File: src/rtl/variable_shift_pipe_pkg.sv
// -----------------------------------------------------------------------------
// variable_shift_pkg
// Shared types and packet field helpers for the variable shift pipeline.
// A packet is laid out MSB-first as {cfg flag, addr, payload}.
// Contents:
//   shift_mode_e  - shift mode encoding (SLL, SRL, SRA, ROL)
//   msg_width()   - total packet width for a given addr/payload size
//   cfg_pos()     - bit index of the cfg flag
//   addr_lo()     - lowest bit index of the addr field
//   shamt_width() - width of the shift-amount field for a payload size
// -----------------------------------------------------------------------------
package variable_shift_pkg;

  typedef enum logic [1:0] {
    SLL = 2'b00,
    SRL = 2'b01,
    SRA = 2'b10,
    ROL = 2'b11
  } shift_mode_e;

  function automatic int msg_width(input int addr_size, input int payload_size);
    return addr_size + payload_size + 1;
  endfunction

  function automatic int cfg_pos(input int addr_size, input int payload_size);
    return addr_size + payload_size;
  endfunction

  function automatic int addr_lo(input int payload_size);
    return payload_size;
  endfunction

  function automatic int shamt_width(input int payload_size);
    return $clog2(payload_size);
  endfunction

endpackage

File: src/rtl/variable_shift_pipe_if.sv
// -----------------------------------------------------------------------------
// variable_shift_pipe_if
// Valid/ready packet stream carrying one {cfg, addr, payload} message.
// Signals:
//   msg - packet, MSG_W bits
//   val - msg is valid this cycle
//   rdy - receiver can take msg this cycle
// Modports:
//   master - producer side (drives msg/val, observes rdy)
//   slave  - consumer side (observes msg/val, drives rdy)
// -----------------------------------------------------------------------------
interface variable_shift_pipe_if #(
  parameter int MSG_W = 13
);

  logic [MSG_W-1:0] msg;
  logic             val;
  logic             rdy;

  modport master (output msg, output val, input rdy);
  modport slave  (input msg, input val, output rdy);

endinterface

File: src/rtl/variable_shift_unit.sv
// -----------------------------------------------------------------------------
// variable_shift_unit
// Purely combinational payload shifter.
// Ports:
//   payload - input word, PAYLOAD_SIZE bits
//   shamt   - shift amount, $clog2(PAYLOAD_SIZE) bits
//   mode    - SLL / SRL (zero fill), SRA (sign fill), ROL (rotate left)
//   result  - shifted word, truncated to PAYLOAD_SIZE bits
// Shift amounts at or beyond the width (only reachable for non-power-of-two
// widths) give 0 for SLL/SRL, all sign bits for SRA, and wrap for ROL.
// -----------------------------------------------------------------------------
module variable_shift_unit
  import variable_shift_pkg::*;
#(
  parameter int PAYLOAD_SIZE = 8,
  localparam int SHAMT_W = shamt_width(PAYLOAD_SIZE)
) (
  input  logic [PAYLOAD_SIZE-1:0] payload,
  input  logic [SHAMT_W-1:0]      shamt,
  input  shift_mode_e             mode,
  output logic [PAYLOAD_SIZE-1:0] result
);

  function automatic logic [PAYLOAD_SIZE-1:0] rotate_left(
    input logic [PAYLOAD_SIZE-1:0] word,
    input logic [SHAMT_W-1:0]      amt
  );
    logic [SHAMT_W-1:0]        rot_amt;
    logic [2*PAYLOAD_SIZE-1:0] doubled;
    rot_amt = SHAMT_W'(int'(amt) % PAYLOAD_SIZE);
    // Shifting a doubled copy left leaves the rotated word in the upper half.
    doubled = {word, word} << rot_amt;
    return doubled[2*PAYLOAD_SIZE-1:PAYLOAD_SIZE];
  endfunction

  logic signed [PAYLOAD_SIZE-1:0] payload_s;
  logic signed [PAYLOAD_SIZE-1:0] sra_s;

  assign payload_s = payload;
  assign sra_s     = payload_s >>> shamt;

  always_comb begin
    result = payload;
    case (mode)
      SLL:     result = payload << shamt;
      SRL:     result = payload >> shamt;
      SRA:     result = sra_s;
      ROL:     result = rotate_left(payload, shamt);
      default: result = payload;
    endcase
  end

endmodule

File: src/rtl/variable_shift_pipe.sv
// -----------------------------------------------------------------------------
// variable_shift_pipe
// Two-stage valid/ready payload shifter for the packet-routing interconnect.
// Data packets (cfg=0) leave with their payload shifted by the configured
// amount/mode; header is untouched. Config packets addressed to CONFIG_ADDR
// are consumed and update the configuration; config packets for other
// addresses pass through unmodified.
// Ports:
//   clk       - clock
//   reset     - asynchronous active-high reset
//   recv      - inbound packet stream (slave)
//   send      - outbound packet stream (master), driven straight from stage 2
//   cfg_shamt - current shift amount
//   cfg_mode  - current mode: 00 SLL, 01 SRL, 10 SRA, 11 ROL
// -----------------------------------------------------------------------------
module variable_shift_pipe
  import variable_shift_pkg::*;
#(
  parameter int                  ADDR_SIZE    = 4,
  parameter int                  PAYLOAD_SIZE = 8,
  parameter logic [ADDR_SIZE-1:0] CONFIG_ADDR = '0,
  localparam int SHAMT_W = shamt_width(PAYLOAD_SIZE),
  localparam int MSG_W   = msg_width(ADDR_SIZE, PAYLOAD_SIZE)
) (
  input  logic                clk,
  input  logic                reset,
  variable_shift_pipe_if.slave  recv,
  variable_shift_pipe_if.master send,
  output logic [SHAMT_W-1:0]  cfg_shamt,
  output logic [1:0]          cfg_mode
);

  localparam int CFG_POS = cfg_pos(ADDR_SIZE, PAYLOAD_SIZE);
  localparam int ADDR_LO = addr_lo(PAYLOAD_SIZE);

  // Configuration registers
  logic [SHAMT_W-1:0] cfg_shamt_q;
  shift_mode_e        cfg_mode_q;

  // Stage 1: accepted packet plus config snapshot
  logic               vld_p1;
  logic [MSG_W-1:0]   msg_p1;
  logic [SHAMT_W-1:0] shamt_p1;
  shift_mode_e        mode_p1;

  // Stage 2: output register
  logic               vld_p2;
  logic [MSG_W-1:0]   msg_p2;

  logic adv_p1;
  logic adv_p2;
  logic take;
  logic own_cfg;
  logic cfg_take;
  logic data_take;

  logic [PAYLOAD_SIZE-1:0] shifted_p1;
  logic [MSG_W-1:0]        msg_next_p2;

  // Each stage may advance when it is empty or the stage after it drains.
  assign adv_p2   = !vld_p2 || send.rdy;
  assign adv_p1   = !vld_p1 || adv_p2;
  assign recv.rdy = adv_p1;

  assign take      = recv.val && recv.rdy;
  assign own_cfg   = recv.msg[CFG_POS] && (recv.msg[CFG_POS-1:ADDR_LO] == CONFIG_ADDR);
  assign cfg_take  = take && own_cfg;
  // Own config packets are absorbed here and never occupy a stage.
  assign data_take = take && !own_cfg;

  variable_shift_unit #(
    .PAYLOAD_SIZE(PAYLOAD_SIZE)
  ) u_shift (
    .payload(msg_p1[PAYLOAD_SIZE-1:0]),
    .shamt  (shamt_p1),
    .mode   (mode_p1),
    .result (shifted_p1)
  );

  // Foreign config packets reach stage 2 untouched; only data is shifted.
  assign msg_next_p2 = msg_p1[CFG_POS] ? msg_p1
                                       : {msg_p1[MSG_W-1:PAYLOAD_SIZE], shifted_p1};

  // ---- config registers and stage valids ----
  always_ff @(posedge clk or posedge reset) begin
    if (reset) begin
      cfg_shamt_q <= '0;
      cfg_mode_q  <= SLL;
      vld_p1      <= 1'b0;
      vld_p2      <= 1'b0;
    end else begin
      if (cfg_take) begin
        cfg_shamt_q <= recv.msg[SHAMT_W-1:0];
        cfg_mode_q  <= shift_mode_e'(recv.msg[SHAMT_W+1:SHAMT_W]);
      end
      if (adv_p2) begin
        vld_p2 <= vld_p1;
      end
      if (adv_p1) begin
        vld_p1 <= data_take;
      end
    end
  end

  // ---- stage 1 capture: packet and config snapshot ----
  always_ff @(posedge clk) begin
    if (adv_p1 && data_take) begin
      msg_p1   <= recv.msg;
      shamt_p1 <= cfg_shamt_q;
      mode_p1  <= cfg_mode_q;
    end
  end

  // ---- stage 1 -> stage 2: shifted packet, cleared on reset ----
  always_ff @(posedge clk or posedge reset) begin
    if (reset) begin
      msg_p2 <= '0;
    end else if (adv_p2 && vld_p1) begin
      msg_p2 <= msg_next_p2;
    end
  end

  assign send.msg  = msg_p2;
  assign send.val  = vld_p2;
  assign cfg_shamt = cfg_shamt_q;
  assign cfg_mode  = cfg_mode_q;

endmodule
File: src/flat_wrapper.sv
// flat-port wrapper written by rule: the top's interface ports become plain ports
module variable_shift_pipe_flat import variable_shift_pkg::*;
#(
  parameter int                  ADDR_SIZE    = 4,
  parameter int                  PAYLOAD_SIZE = 8,
  parameter logic [ADDR_SIZE-1:0] CONFIG_ADDR = '0,
  localparam int SHAMT_W = shamt_width(PAYLOAD_SIZE),
  localparam int MSG_W   = msg_width(ADDR_SIZE, PAYLOAD_SIZE)
)
  (clk, reset, cfg_shamt, cfg_mode, recv_msg, recv_val, recv_rdy, send_msg, send_val, send_rdy);
  variable_shift_pipe_if recv_i ();
  variable_shift_pipe_if send_i ();
  input  logic clk;
  input  logic reset;
  output logic [SHAMT_W-1:0] cfg_shamt;
  output logic [1:0] cfg_mode;
  input wire logic [$bits(recv_i.msg)-1:0] recv_msg;
  input wire logic [$bits(recv_i.val)-1:0] recv_val;
  output wire logic [$bits(recv_i.rdy)-1:0] recv_rdy;
  output wire logic [$bits(send_i.msg)-1:0] send_msg;
  output wire logic [$bits(send_i.val)-1:0] send_val;
  input wire logic [$bits(send_i.rdy)-1:0] send_rdy;
  assign recv_i.msg = recv_msg;
  assign recv_i.val = recv_val;
  assign recv_rdy = recv_i.rdy;
  assign send_msg = send_i.msg;
  assign send_val = send_i.val;
  assign send_i.rdy = send_rdy;
  variable_shift_pipe #(.ADDR_SIZE(ADDR_SIZE), .PAYLOAD_SIZE(PAYLOAD_SIZE), .CONFIG_ADDR(CONFIG_ADDR)) u_core (.clk(clk), .reset(reset), .recv(recv_i), .send(send_i), .cfg_shamt(cfg_shamt), .cfg_mode(cfg_mode));
endmodule
File: config.mk
export PLATFORM = sky130hd
export DESIGN_NAME = variable_shift_pipe_flat
export DESIGN_NICKNAME = d
export VERILOG_FILES = /design/src/rtl/variable_shift_pipe_pkg.sv /design/src/rtl/variable_shift_pipe_if.sv /design/src/rtl/variable_shift_unit.sv /design/src/rtl/variable_shift_pipe.sv /design/src/flat_wrapper.sv
export SDC_FILE = /design/constraint.sdc
export NUM_CORES = 1
export LEC_CHECK = 0
export CORE_UTILIZATION = 53
export CTS_CLUSTER_DIAMETER = 60
export DETAILED_ROUTE_END_ITERATION = 8
export GPL_TIMING_DRIVEN = 0
export PLACE_DENSITY = 0.82
export SLEW_MARGIN = 20
export SYNTH_ARGS = -nofsm -noshare
export SYNTH_HDL_FRONTEND = slang
export SYNTH_SLANG_ARGS = --single-unit
File: constraint.sdc
create_clock -name clk -period 2.1 [get_ports clk]
set_input_delay 0.21 -clock clk [delete_from_list [all_inputs] [get_ports clk]]
set_output_delay 0.21 -clock clk [all_outputs]
set_load 0.005 [all_outputs]
# Word-level counts from Yosys, hierarchy flattened
# Index checks and enable logic that the tools add are counted.
# totals
register_bits,38
input_bits,17
out_inout_bits,20
elab_cells,30
# op_classes
n_eq_ne,3
shifts,4
muxes,2
n_reduce_logical,13
# ops
operator,n
case mux 8 bit (4 select lines),1
<< shifter 16 x 3 -> 16 bit,1
2-to-1 mux 13 bit,1
<< shifter 8 x 3 -> 8 bit,1
>> shifter 8 x 3 -> 8 bit,1
>>> shifter 8 x 3 -> 8 bit,1
logical AND 1 bit,6
equality test 2 bit (second input constant),2
zero test 4 bit,1
zero test 1 bit,3
equality test 2 x 1 -> 1 bit (second input constant),1
zero test 2 bit,1
logical OR 1 bit,2

# Longest topological paths before layout
# Gate-level depths: netlist of the first run.
# depth
depth_word,6
mapped_depth,8
depth_no_buf,5

# Modules after synthesis
# Synthesis of the first run repeated with hierarchy kept, for this count alone.
# unflattened
hier_cells,199
area_unflattened_um2,2353.5
# modules_own_cells
mod,instances,cells_per_inst,area_each_um2
variable_shift_pipe,1,89,1432.6
variable_shift_unit,1,110,920.9

# Worst setup path after synthesis of the first run
# OpenSTA, ideal clock, no wires.
# synth_path
path_kind,register to register
start,"register u_core.vld_p2, in the netlist u_core.send.val"
end,"register u_core.mode_p1[0], enable pin"
setup_time_ns,0.392
arrival_ns,1.397
t_required_ns,1.708
setup_slack_ns,0.310
path_stages_with_launch,4
cell_sequence,dfrtp_1 > nand3b_1 > nand2_1 > nor2_1
# synth_between
elab_chain_cells,6
# synth_rtl
item,line_no,source
"start, declared",variable_shift_pipe.sv:47,logic vld_p2;
"start signal, assigned",variable_shift_pipe.sv:97,vld_p2 <= vld_p1;
zero test 1 bit *,variable_shift_pipe.sv:61,assign adv_p2 = !vld_p2 || send.rdy;
logical OR 1 bit *,variable_shift_pipe.sv:61,
logical OR 1 bit *,variable_shift_pipe.sv:62,assign adv_p1 = !vld_p1 || adv_p2;
via recv_rdy,flat_wrapper.sv:19,output wire logic [$bits(recv_i.rdy)-1:0] recv_rdy;
logical AND 1 bit,variable_shift_pipe.sv:65,assign take = recv.val && recv.rdy;
logical AND 1 bit,variable_shift_pipe.sv:69,assign data_take = take && !own_cfg;
logical AND 1 bit *,variable_shift_pipe.sv:107,if (adv_p1 && data_take) begin
"end signal, assigned",variable_shift_pipe.sv:110,mode_p1 <= cfg_mode_q;
"end, declared",variable_shift_pipe.sv:44,shift_mode_e mode_p1;
# The timed path passes the listed nets; every way through them passes the cells marked *.
# A chain may end at the register's enable or synchronous reset.

# Worst setup path in the final report of the first run
# layout_path
start,register u_core.msg_p1[7]
end,"register u_core.msg_p2[6], in the netlist u_core.send.msg[6]"
# layout_between
elab_chain_cells,3
elab_cells_between_ends,6
classes_between,shift: 4; mux: 2
# layout_rtl
item,line_no,source
"start, declared",variable_shift_pipe.sv:42,logic [MSG_W-1:0] msg_p1;
"start signal, assigned",variable_shift_pipe.sv:108,msg_p1 <= recv.msg;
<< shifter 16 x 3 -> 16 bit (tied with other cells),variable_shift_unit.sv:32,"doubled = {word, word} << rot_amt;"
case mux 8 bit (4 select lines) *,variable_shift_unit.sv:44,case (mode)
2-to-1 mux 13 bit *,variable_shift_pipe.sv:81,assign msg_next_p2 = msg_p1[CFG_POS] ? msg_p1
"end signal, assigned",variable_shift_pipe.sv:119,msg_p2 <= msg_next_p2;
"end, declared",variable_shift_pipe.sv:48,logic [MSG_W-1:0] msg_p2;
# Mark *: on every way between the ends. The rest lies on a longest branch, timed or not.

==> summary.txt, run 1 <==
Logic synthesis
  • Number of synthesized flops with an enable pin: 18
  • Mapped cell area: ~2300 µm²
  • Share of synthesized registers carrying an async set or reset: 52.6%
  • Top FF cell, synth: dfrtp_1
  • Post-Syn Instances: between 200 and 250
  • Warnings, synthesis: 0
  • Post-synth top area share: 23.5%
  • #FFs+latches synth: 38
  • Cell taking the most area after synthesis: edfxtp_1
  • Area contributors post-synth: edfxtp_1, dfrtp_1, mux4_2, mux4_1, nand2_1
  • Syn Nets: 237
  • Seq/Total Area, Yosys: 45.3%
  • Syn Area/Cell: 10.4 µm²
  • Library cells used by synthesis: 46

CTS
  • CTS Sinks: 38
  • Clk_lat worst skew: 0.29 ns
  • # resized after CTS: 0
  • Max clock buf depth: 2
  • H-tree depth: 2
  • Root buf cell: clkbuf_8
  • Clock slew at the register clock pins of the worst setup and hold paths: approximately 0.08 ns
  • Post-CTS setup buffers: 0
  • Post-CTS Hold Buffers: 0
  • TritonCTS clock tree: done
  • Total CTS buffers: 5

Placed design
  • Port-buffer cells: 36
  • Post-Place Cells: 306
  • Routability congestion estimate: around 0.98
  • Post-DP HPWL: just over 4000 µm

Floorplan
  • Initial Util: 56.2%
  • FP Rows: 23
  • I/O pin cnt: 37
  • Die height: 67.8 µm
  • Core area: 4090 µm²
  • Die ar.: 4600 µm²
  • Die width: 67.8 µm

Worst hold path
  • Hold Path Class: in2async

STA
  • Maximum clock frequency: a little over 500 MHz
  • Normalized max-slew margin: 42.0%
  • Final Max Slew Viols: 0
  • RSZ-0062 raised after global routing: no
  • Setup Skew: 0.00874 ns
  • Endpoints failing hold: 0
  • Setup violations, final: 0
  • Final Critical Period: 1.95 ns
  • Period utilization: 92.7%
  • Slew @ Worst Pin: 0.869 ns

Cells and area
  • ANT cells: 0
  • Fin util: slightly below 70%
  • Share of cells above drive strength 1: approximately an eighth
  • Fin nets: 280
  • Area Growth Syn to Fin: 23.4%
  • Non-filler cells, final: ~310

GRT
  • First-pass GRT wire length: 9050 µm
  • Vias in the first global route: 1848
  • Total GRT Usage: 27.8%
  • Antenna violations before repair: 0
  • GRT Residual Overflow: 0
  • Pin count of the biggest net entering global routing: 21

Routing
  • Via Count: 1916
  • WL final: 5640 µm
  • Antenna Nets Post-Route: 0
  • DRT iter0 DRCs: 182
  • Avg WL per Cell: 18.0 µm
  • Drc violations: 0
  • Via/cell ratio: 6.10
  • First-pass DRT Iterations: 4

Pwr
  • Max IR drop VDD: 0.552 mV
  • Overall power: 2.42 mW
  • Pwr dens: 856 nW/µm²
  • Leakage Power: 1.13 nW

Worst setup path
  • Critical Path Sink Type: flip-flop
  • Crit path max fanout: 10
  • Crit path from: u_core.msg_p1[7]
  • R2R depth: 6
  • Worst reg2reg startpoint: u_core.msg_p1[7]
  • Reg-to-reg slack, setup: ~0.15 ns
  • R2r endpoint: u_core.send.msg[6]
  • Critical Path RT: 2.31 ns
  • CP arrival: 2.15 ns
  • CP Class: reg2reg
  • Worst setup path endpoint: u_core.send.msg[6]
  • Startpoint Class: flip-flop

Status
  • Status: finished clean

Run
  • Number of max-cap violations: 0
[state kept, by name (all words and copies together), names as in the netlist]
| signal | flops |
|---|---|
| u_core.vld_p1 | 1 |
| u_core.shamt_p1 | 3 |
| u_core.cfg_shamt | 3 |
| u_core.send.msg | 13 |
| u_core.mode_p1 | 2 |
| u_core.cfg_mode | 2 |
| u_core.msg_p1 | 13 |
| u_core.send.val | 1 |
[synth_stat cells (all sizes together) (2+ instances only)]
library cell	number
nand2	33
dfrtp	20
edfxtp	18
nor2	13
o21ai	13
buf	11
mux4	11
a21oi	9
inv	9
clkbuf	8
nand3	7
a31oi	6
mux2	5
mux2i	5
nand2b	5
nor3	5
and2	4
and3	3
o211ai	3
o21a	3
a211oi	2
nand3b	2
nor4	2
o221ai	2
o31a	2
or2	2
or3	2
[metal layers]
layer	vias to the layer above	GRT usage, %	share of wire, %
met2	89	46.7	49
met5	-	0	0
met4	0	6.51	1.4
met1	913	36.7	43
met3	13	6.50	6.6
li1	901	-	-
[critical path, stage by stage, from the launching register on]
cell       delay, ns
edfxtp_1        0.36
clkbuf_1        0.43
inv_1           0.12
a2bb2oi_1       0.18
a2111oi_2       0.41
o21ai_1         0.16
a31oi_1         0.20
[cells in the final DEF, fill, tap and decap left out, types with 6 or more instances in the layout]
master / n
edfxtp_1: 18
clkdlybuf4s50_1: 36
o21ai_0: 10
nand3_1: 7
nor2_1: 12
a21oi_1: 9
nand2_1: 33
clkbuf_8: 6
inv_1: 9
mux4_2: 6
clkbuf_1: 9
a31oi_1: 6
dfrtp_1: 20
[worst min path at each step]
stage	slack [ns]	from	to	cells after the start
2_1_floorplan	0.17	reset	u_core.cfg_mode[0]	1
3_3_place_gp	0.43	u_core.msg_p1[11]	u_core.send.msg[11]	2
3_5_place_dp	0.44	u_core.msg_p1[10]	u_core.send.msg[10]	2
4_1_cts	0.40	reset	u_core.cfg_mode[1]	2
5_1_grt	0.45	reset	u_core.cfg_mode[1]	2
6_report	0.37	reset	u_core.send.msg[6]	2
[through the flow]
| step | hold slack, ns | instance area (µm²) | TNS [ns] | setup WS (ns) |
|---|---|---|---|---|
| CTS | 0.397 | 2830 | 0 | 0.188 |
| finish | 0.370 | 2830 | 0 | 0.153 |
| global placement | 0.427 | 2720 | -4.83 | -0.269 |
| detailed placement | 0.440 | 2720 | 0 | 0.0308 |
| floorplan | 0.174 | 2300 | 0 | 0.310 |
| global route | 0.453 | 2830 | 0 | 0.0736 |
[cell type report]
class | count | area, µm²
buffer | 19 | 115
clock buffer | 8 | 111
fill | 329 | 1250
inverter | 9 | 33.8
multi-input combinational | 154 | 1110
sequential | 38 | 1040
tap | 50 | 62.6
timing repair buffer | 36 | 360
[cells by family after synthesis]
kind of cell / count (synthesis) / synth area share (%)
AO/OA/AOI/OAI: 52 / 15.3
flip-flops: 38 / 45.3
multiplexers: 21 / 16.2
XOR/XNOR: 1 / 0.382
buffers and inverters: 28 / 6.48
AND/OR/NAND/NOR: 80 / 16.2
[where the power goes]
group	total [mW]	switching, mW	internal, mW	leakage (nW)
combinational	0.824	0.389	0.434	0.659
sequential	1.01	0.0875	0.922	0.418
clock	0.590	0.251	0.339	0.0566
total	2.42	0.728	1.70	1.13
(Power assumes the default switching activity.)
==> run 2: changes to the inputs <==
Settings changed: CORE_UTILIZATION 53 to 48, PLACE_DENSITY 0.82 to 0.79.
Clock period 2.1 ns to 1.7 ns, I/O delays scaled along.
==> summary.txt, run 2 (synthesis gave the netlist of run 1 again) <==
Status
  • Status: complete, but fails checks
  • Violated checks: design-rule violations, negative setup slack

Placed design
  • Post-Place Cells: 308 (+0.65%)
  • Routability congestion estimate: 0.945 (-3.1%)
  • Port-buffer cells: 36 (unchanged)
  • Cell Area, Placed: 2720 µm² (about the same)
  • Dpl ws: -0.350 ns (-0.381 ns)
  • Post-DP HPWL: 4160 µm (+1.2%)

CTS
  • Post-CTS Hold Buffers: 0 (unchanged)
  • Clock slew at the register clock pins of the worst setup and hold paths: 0.07 ns (about the same)
  • TritonCTS clock tree: done
  • Root buf cell: clkbuf_8
  • Clk_lat worst skew: 0.28 ns (about the same)
  • CTS Sinks: 38 (unchanged)
  • Total CTS buffers: 5 (unchanged)
  • Max clock buf depth: 2 (unchanged)
  • H-tree depth: 2 (unchanged)

Cells and area
  • Most common cell after layout, fill and taps aside: clkdlybuf4s50_1
  • Fin util: 68.6% (-0.72 points)
  • Filler cell count: 343 (+4.3%)
  • Most frequent cells in the layout: clkdlybuf4s50_1, nand2_1, dfrtp_1
  • ANT cells: 0 (unchanged)
  • Final non-filler cell area: 3070 µm² (+8.3%)
  • Fin nets: 293 (+4.6%)
  • Area Growth Syn to Fin: 33.7%
  • Non-filler cells, final: 329 (+4.8%)
  • Share of cells above drive strength 1: 24.5% (+12 points)

STA
  • Final Max Slew Viols: 0 (unchanged)
  • Final Critical Period: 1.80 ns (-0.143 ns)
  • Worst hold margin: 0.325 ns (-0.0446 ns)
  • Maximum clock frequency: 554 MHz (+7.9%)
  • Setup TNS: -0.340 ns (-0.340 ns)
  • Setup Skew: 0.00666 ns (-0.00208 ns)
  • Period utilization: 106% (+13 points)
  • Setup violations, final: 5 (+5)
  • Endpoints failing hold: 0 (unchanged)
  • Normalized max-slew margin: 47.4% (+5.4 points)
  • RSZ-0062 raised after global routing: yes
  • Slew @ Worst Pin: 0.787 ns (-0.0816 ns)
  • Slack of the critical path: -0.104 ns (-0.257 ns)

Worst setup path
  • Critical Path RT: 1.87 ns (-0.44 ns)
  • CP arrival: 1.97 ns (-0.18 ns)
  • Reg-to-reg slack, setup: -0.10 ns (-0.26 ns)
  • CP max-delay cell: mux4_2
  • R2r endpoint: u_core.send.msg[5]
  • Largest stage delay on the critical path: 0.53 ns (+0.10 ns)
  • CP Class: reg2reg
  • Crit path max fanout: 3 (-7)
  • Critical Path Sink Type: flip-flop
  • Worst reg2reg startpoint: u_core.shamt_p1[0]
  • R2R depth: 6 (unchanged)
  • Cell Chain, Critical Path: buf_6 > mux4_2 > nand2_2 > o31ai_2 > o31a_1 > o21a_1
  • Startpoint Class: flip-flop

Floorplan
  • Die height: 71.2 µm (+4.9%)
  • Initial Util: 51.3% (-4.9 points)
  • FP Rows: 24 (+4.3%)
  • Die width: 71.2 µm (+4.9%)
  • Core area: 4470 µm² (+9.5%)
  • Die ar.: 5060 µm² (+10%)
  • I/O pin cnt: 37 (unchanged)

Routing
  • Top routing layer used: met4
  • Drc violations: 2 (+2)
  • WL final: 6150 µm (+9.0%)
  • DRT iter0 DRCs: 266 (+46%)
  • Met3 routed wirelength: 465 µm (+25%)
  • Via/cell ratio: 6.12 (+0.32%)
  • Via Count: 2014 (+5.1%)
  • Avg WL per Cell: 18.7 µm (+4.0%)
  • Wl on met1: 2440 µm (+0.70%)
  • Antenna Nets Post-Route: 0 (unchanged)
  • Metal2 WL: 3000 µm (+8.3%)
  • First-pass DRT Iterations: 6 (+2)

Pwr
  • Pwr dens: 1040 nW/µm² (+21%)
  • Leakage Power: 1.22 nW (+7.8%)
  • Overall power: 3.18 mW (+31%)
  • Max IR drop VDD: 0.667 mV (+21%)

GRT
  • Pin count of the biggest net entering global routing: 21 (unchanged)
  • Vias in the first global route: 1987 (+7.5%)
  • First-pass GRT wire length: 9760 µm (+7.9%)
  • Antenna violations before repair: 0 (unchanged)
  • Total GRT Usage: 25.9% (-2.0 points)
  • GRT Residual Overflow: 0 (unchanged)

Run
  • Number of max-cap violations: 0 (unchanged)

Worst hold path
  • Hold Path Class: in2async
## run 2: cell types whose count changed in the layout (fill, tap and decap cells not counted), sizes merged
cell and change:
buf +14, bufinv +1, clkbuf -3, clkinv +1
## run 2: worst max-delay path by stage
| stage | from | cells after the start | slack [ns] | to |
|---|---|---|---|---|
| floorplan | u_core.shamt_p1[0] | 6 | 0.02 | u_core.send.msg[4] |
| global placement | send_rdy | 4 | -0.27 | u_core.msg_p1[6] |
| detailed placement | send_rdy | 4 | -0.35 | u_core.msg_p1[6] |
| CTS | u_core.shamt_p1[0] | 6 | -0.09 | u_core.send.msg[4] |
| global route | u_core.shamt_p1[0] | 6 | -0.15 | u_core.send.msg[5] |
| finish | u_core.shamt_p1[0] | 6 | -0.10 | u_core.send.msg[5] |
## run 2: critical path, delay by kind of cell, from the launching register on
family	cells	cell delay [ns]
buf+inv	1	0.14
mux	1	0.53
flops	1	0.43
compound gates	3	0.49
simple gates	1	0.09
## run 2: layout make-up
cell class                 count  area (µm²)  area share (%)
multi-input combinational    154        1210            39.4
sequential                    38        1040            33.9
timing repair buffer          50         473            15.4
buffer                        18         141            4.61
clock buffer                   6        72.6            2.36
tap                           52        65.1            2.12
clock inverter                 2        33.8            1.10
inverter                       9        33.8            1.10
## run 2: per-layer routing
| metal | track usage (%) | up-vias |
|---|---|---|
| met5 | 0 | - |
| met4 | 11.8 | 0 |
| met3 | 4.99 | 25 |
| met2 | 41.4 | 113 |
| met1 | 34.3 | 947 |
| li1 | - | 929 |
## run 2: timing repair
| item | CTS | global route |
|---|---|---|
| setup endpoints to repair | 26 | 8 |
| resized for setup | 25 | 22 |
| cloned | 1 | 0 |
| pin swaps | 3 | 8 |
| setup buffers | 10 | 3 |
## run 2: power by group
group / internal [mW] / total, mW / switching (mW) / leakage [nW]
logic: 0.631 / 1.20 / 0.571 / 0.751
clock network: 0.433 / 0.737 / 0.304 / 0.0528
registers: 1.14 / 1.24 / 0.100 / 0.418
total: 2.20 / 3.18 / 0.975 / 1.22
==> run 3: changes to the inputs <==
Settings changed: CORE_UTILIZATION 48 to 57, CTS_CLUSTER_DIAMETER 60 to default, DONT_BUFFER_PORTS from default to 1, GPL_ROUTABILITY_DRIVEN from default to 0, PLACE_DENSITY 0.79 to 0.78.
==> summary.txt, run 3 (synthesis gave the netlist of run 1 again) <==
Floorplan
  • Initial Util: 60.9% (+9.6 points)
  • Die height: 65.5 µm (-8.0%)
  • Die width: 65.5 µm (-8.0%)
  • Core area: 3770 µm² (-16%)
  • I/O pin cnt: 37 (unchanged)
  • Die ar.: 4290 µm² (-15%)
  • FP Rows: 22 (-8.3%)

Routing
  • Via/cell ratio: 6.59 (+7.7%)
  • Avg WL per Cell: 21.3 µm (+14%)
  • First-pass DRT Iterations: 4 (-2)
  • Via Count: 2024 (+0.50%)
  • WL final: 6540 µm (+6.4%)
  • Drc violations: 0 (-2)
  • Antenna Nets Post-Route: 0 (unchanged)
  • DRT iter0 DRCs: 167 (-37%)

Pwr
  • Pwr dens: 1040 nW/µm² (+0.22%)
  • Max IR drop VDD: 0.776 mV (+16%)
  • Leakage Power: 1.17 nW (-4.6%)
  • Overall power: 2.96 mW (-6.9%)

STA
  • Final Critical Period: 1.83 ns (+0.0276 ns)
  • Normalized max-slew margin: 47.0% (-0.49 points)
  • Setup Skew: 0.0143 ns (+0.00762 ns)
  • RSZ-0062 raised after global routing: yes
  • Period utilization: 108% (+1.6 points)
  • Maximum clock frequency: 546 MHz (-1.5%)
  • Slew @ Worst Pin: 0.795 ns (+0.00737 ns)
  • Slack of the critical path: -0.132 ns (-0.0276 ns)
  • Final Max Slew Viols: 0 (unchanged)
  • Endpoints failing hold: 0 (unchanged)
  • Setup violations, final: 6 (+1)

Status
  • Status: complete, but fails checks
  • Violated checks: negative setup slack

Cells and area
  • Fin util: 75.6% (+7.1 points)
  • Most frequent cells in the layout: nand2_1, buf_4, dfrtp_1
  • ANT cells: 0 (unchanged)
  • Most common cell after layout, fill and taps aside: nand2_1
  • Share of cells above drive strength 1: 26.6% (+2.1 points)
  • Fin nets: 275 (-6.1%)
  • Area Growth Syn to Fin: 24.3%

CTS
  • H-tree depth: 2 (unchanged)
  • CTS Sinks: 38 (unchanged)
  • Max clock buf depth: 2 (unchanged)
  • Clock slew at the register clock pins of the worst setup and hold paths: 0.09 ns (+0.02 ns)
  • TritonCTS clock tree: done
  • Total CTS buffers: 5 (unchanged)
  • Root buf cell: clkbuf_8
  • Clk_lat worst skew: 0.30 ns (+0.02 ns)

GRT
  • First-pass GRT wire length: 9970 µm (+2.1%)
  • Antenna violations before repair: 0 (unchanged)
  • Pin count of the biggest net entering global routing: 21 (unchanged)
  • Total GRT Usage: 32.5% (+6.6 points)
  • Vias in the first global route: 1873 (-5.7%)
  • GRT Residual Overflow: 0 (unchanged)

Worst setup path
  • Family with the most delay on the worst path: multiplexers
  • Largest stage delay on the critical path: 0.51 ns (-0.02 ns)
  • CP arrival: 2.01 ns (+0.04 ns)
  • CP Class: reg2reg
  • Bufs and invs on worst path: 1 (unchanged)
  • Critical Path Sink Type: flip-flop
  • Startpoint Class: flip-flop
  • CP max-delay cell: mux4_2
  • Critical Path RT: 1.88 ns (about the same)
  • Crit path max fanout: 3 (unchanged)
  • Cell Chain, Critical Path: buf_4 > mux4_2 > nand2_2 > and3_1 > a311oi_2 > a211o_1

Placed design
  • Port-buffer cells: 0 (-100%)
  • Post-DP HPWL: 3720 µm (-11%)

Worst hold path
  • Hold Path Class: in2reg

Run
  • Number of max-cap violations: 0 (unchanged)
==> run 3: cell count changes in the layout (fill, tap and decap cells not counted), moves of 2 or more <==
cell             delta
clkdlybuf4s50_1    -36
dlygate4sd3_1      +14
buf_4               +6
inv_1               +2
inv_2               -2
o21ai_0             +2
==> run 3: what timing repair did <==
item	4_1_cts	5_1_grt
endpoints found under the hold margin	33	0
buffers inserted	13	6
pin swaps	4	7
hold buffers	14	0
setup endpoints to repair	26	8
resized for setup	21	12
==> run 3: worst paths after layout <==
kind                                     from  cells past startpoint  slack, ns                   to
setup / recovery           u_core.shamt_p1[0]                      6      -0.13   u_core.send.msg[3]
hold / removal                    recv_msg[4]                      1       0.02   u_core.cfg_mode[1]
setup reg to reg           u_core.shamt_p1[0]                      6      -0.13   u_core.send.msg[3]
hold reg to reg             u_core.msg_p1[11]                      2       0.45  u_core.send.msg[11]
max in group asynchronous               reset                      2       0.71   u_core.send.msg[9]
min in group asynchronous               reset                      2       0.48  u_core.cfg_shamt[1]
==> run 3: layer usage <==
metal / track usage (%) / routed length (µm) / up-vias
met2: 52.4 / 3260 / 125
met1: 43.8 / 2550 / 994
li1: - / - / 891
met5: 0 / 0 / -
met3: 6.42 / 611 / 14
met4: 11.1 / 124 / 0
==> run 3: worst register-to-register path, stage by stage (launching register included) <==
cell and delay (ns):
edfxtp_1 0.41, buf_4 0.16, mux4_2 0.51, nand2_2 0.10, and3_1 0.19, a311oi_2 0.06
a211o_1 0.27
==> run 3: layout make-up <==
type / instances / area [µm²]
plain buffers: 17 / 143
flip-flops and latches: 38 / 1040
multi-input cells: 154 / 1180
well taps: 48 / 60.1
repair buffers: 33 / 287
clock buffers: 8 / 111
inverters: 9 / 33.8
fillers: 230 / 918
==> run 3: power by group <==
part | switching, mW | leakage [nW] | internal [mW]
Clock | 0.338 | 0.0566 | 0.420
Sequential | 0.138 | 0.418 | 1.14
Combinational | 0.498 | 0.691 | 0.427
==> run 3: metrics by stage <==
stage / TNS (ns) / worst slack, ns / hold WS, ns / instance area (µm²) / cells
floorplan: 0 / 0.0171 / 0.134 / 2300 / 220
CTS: -0.214 / -0.0699 / 0.0107 / 2790 / 303
detailed placement: -2.17 / -0.198 / 0.243 / 2360 / 268
global route: -1.07 / -0.201 / 0.0174 / 2850 / 307
finish: -0.524 / -0.132 / 0.0194 / 2850 / 307
global placement: -1.33 / -0.162 / 0.230 / 2360 / 268
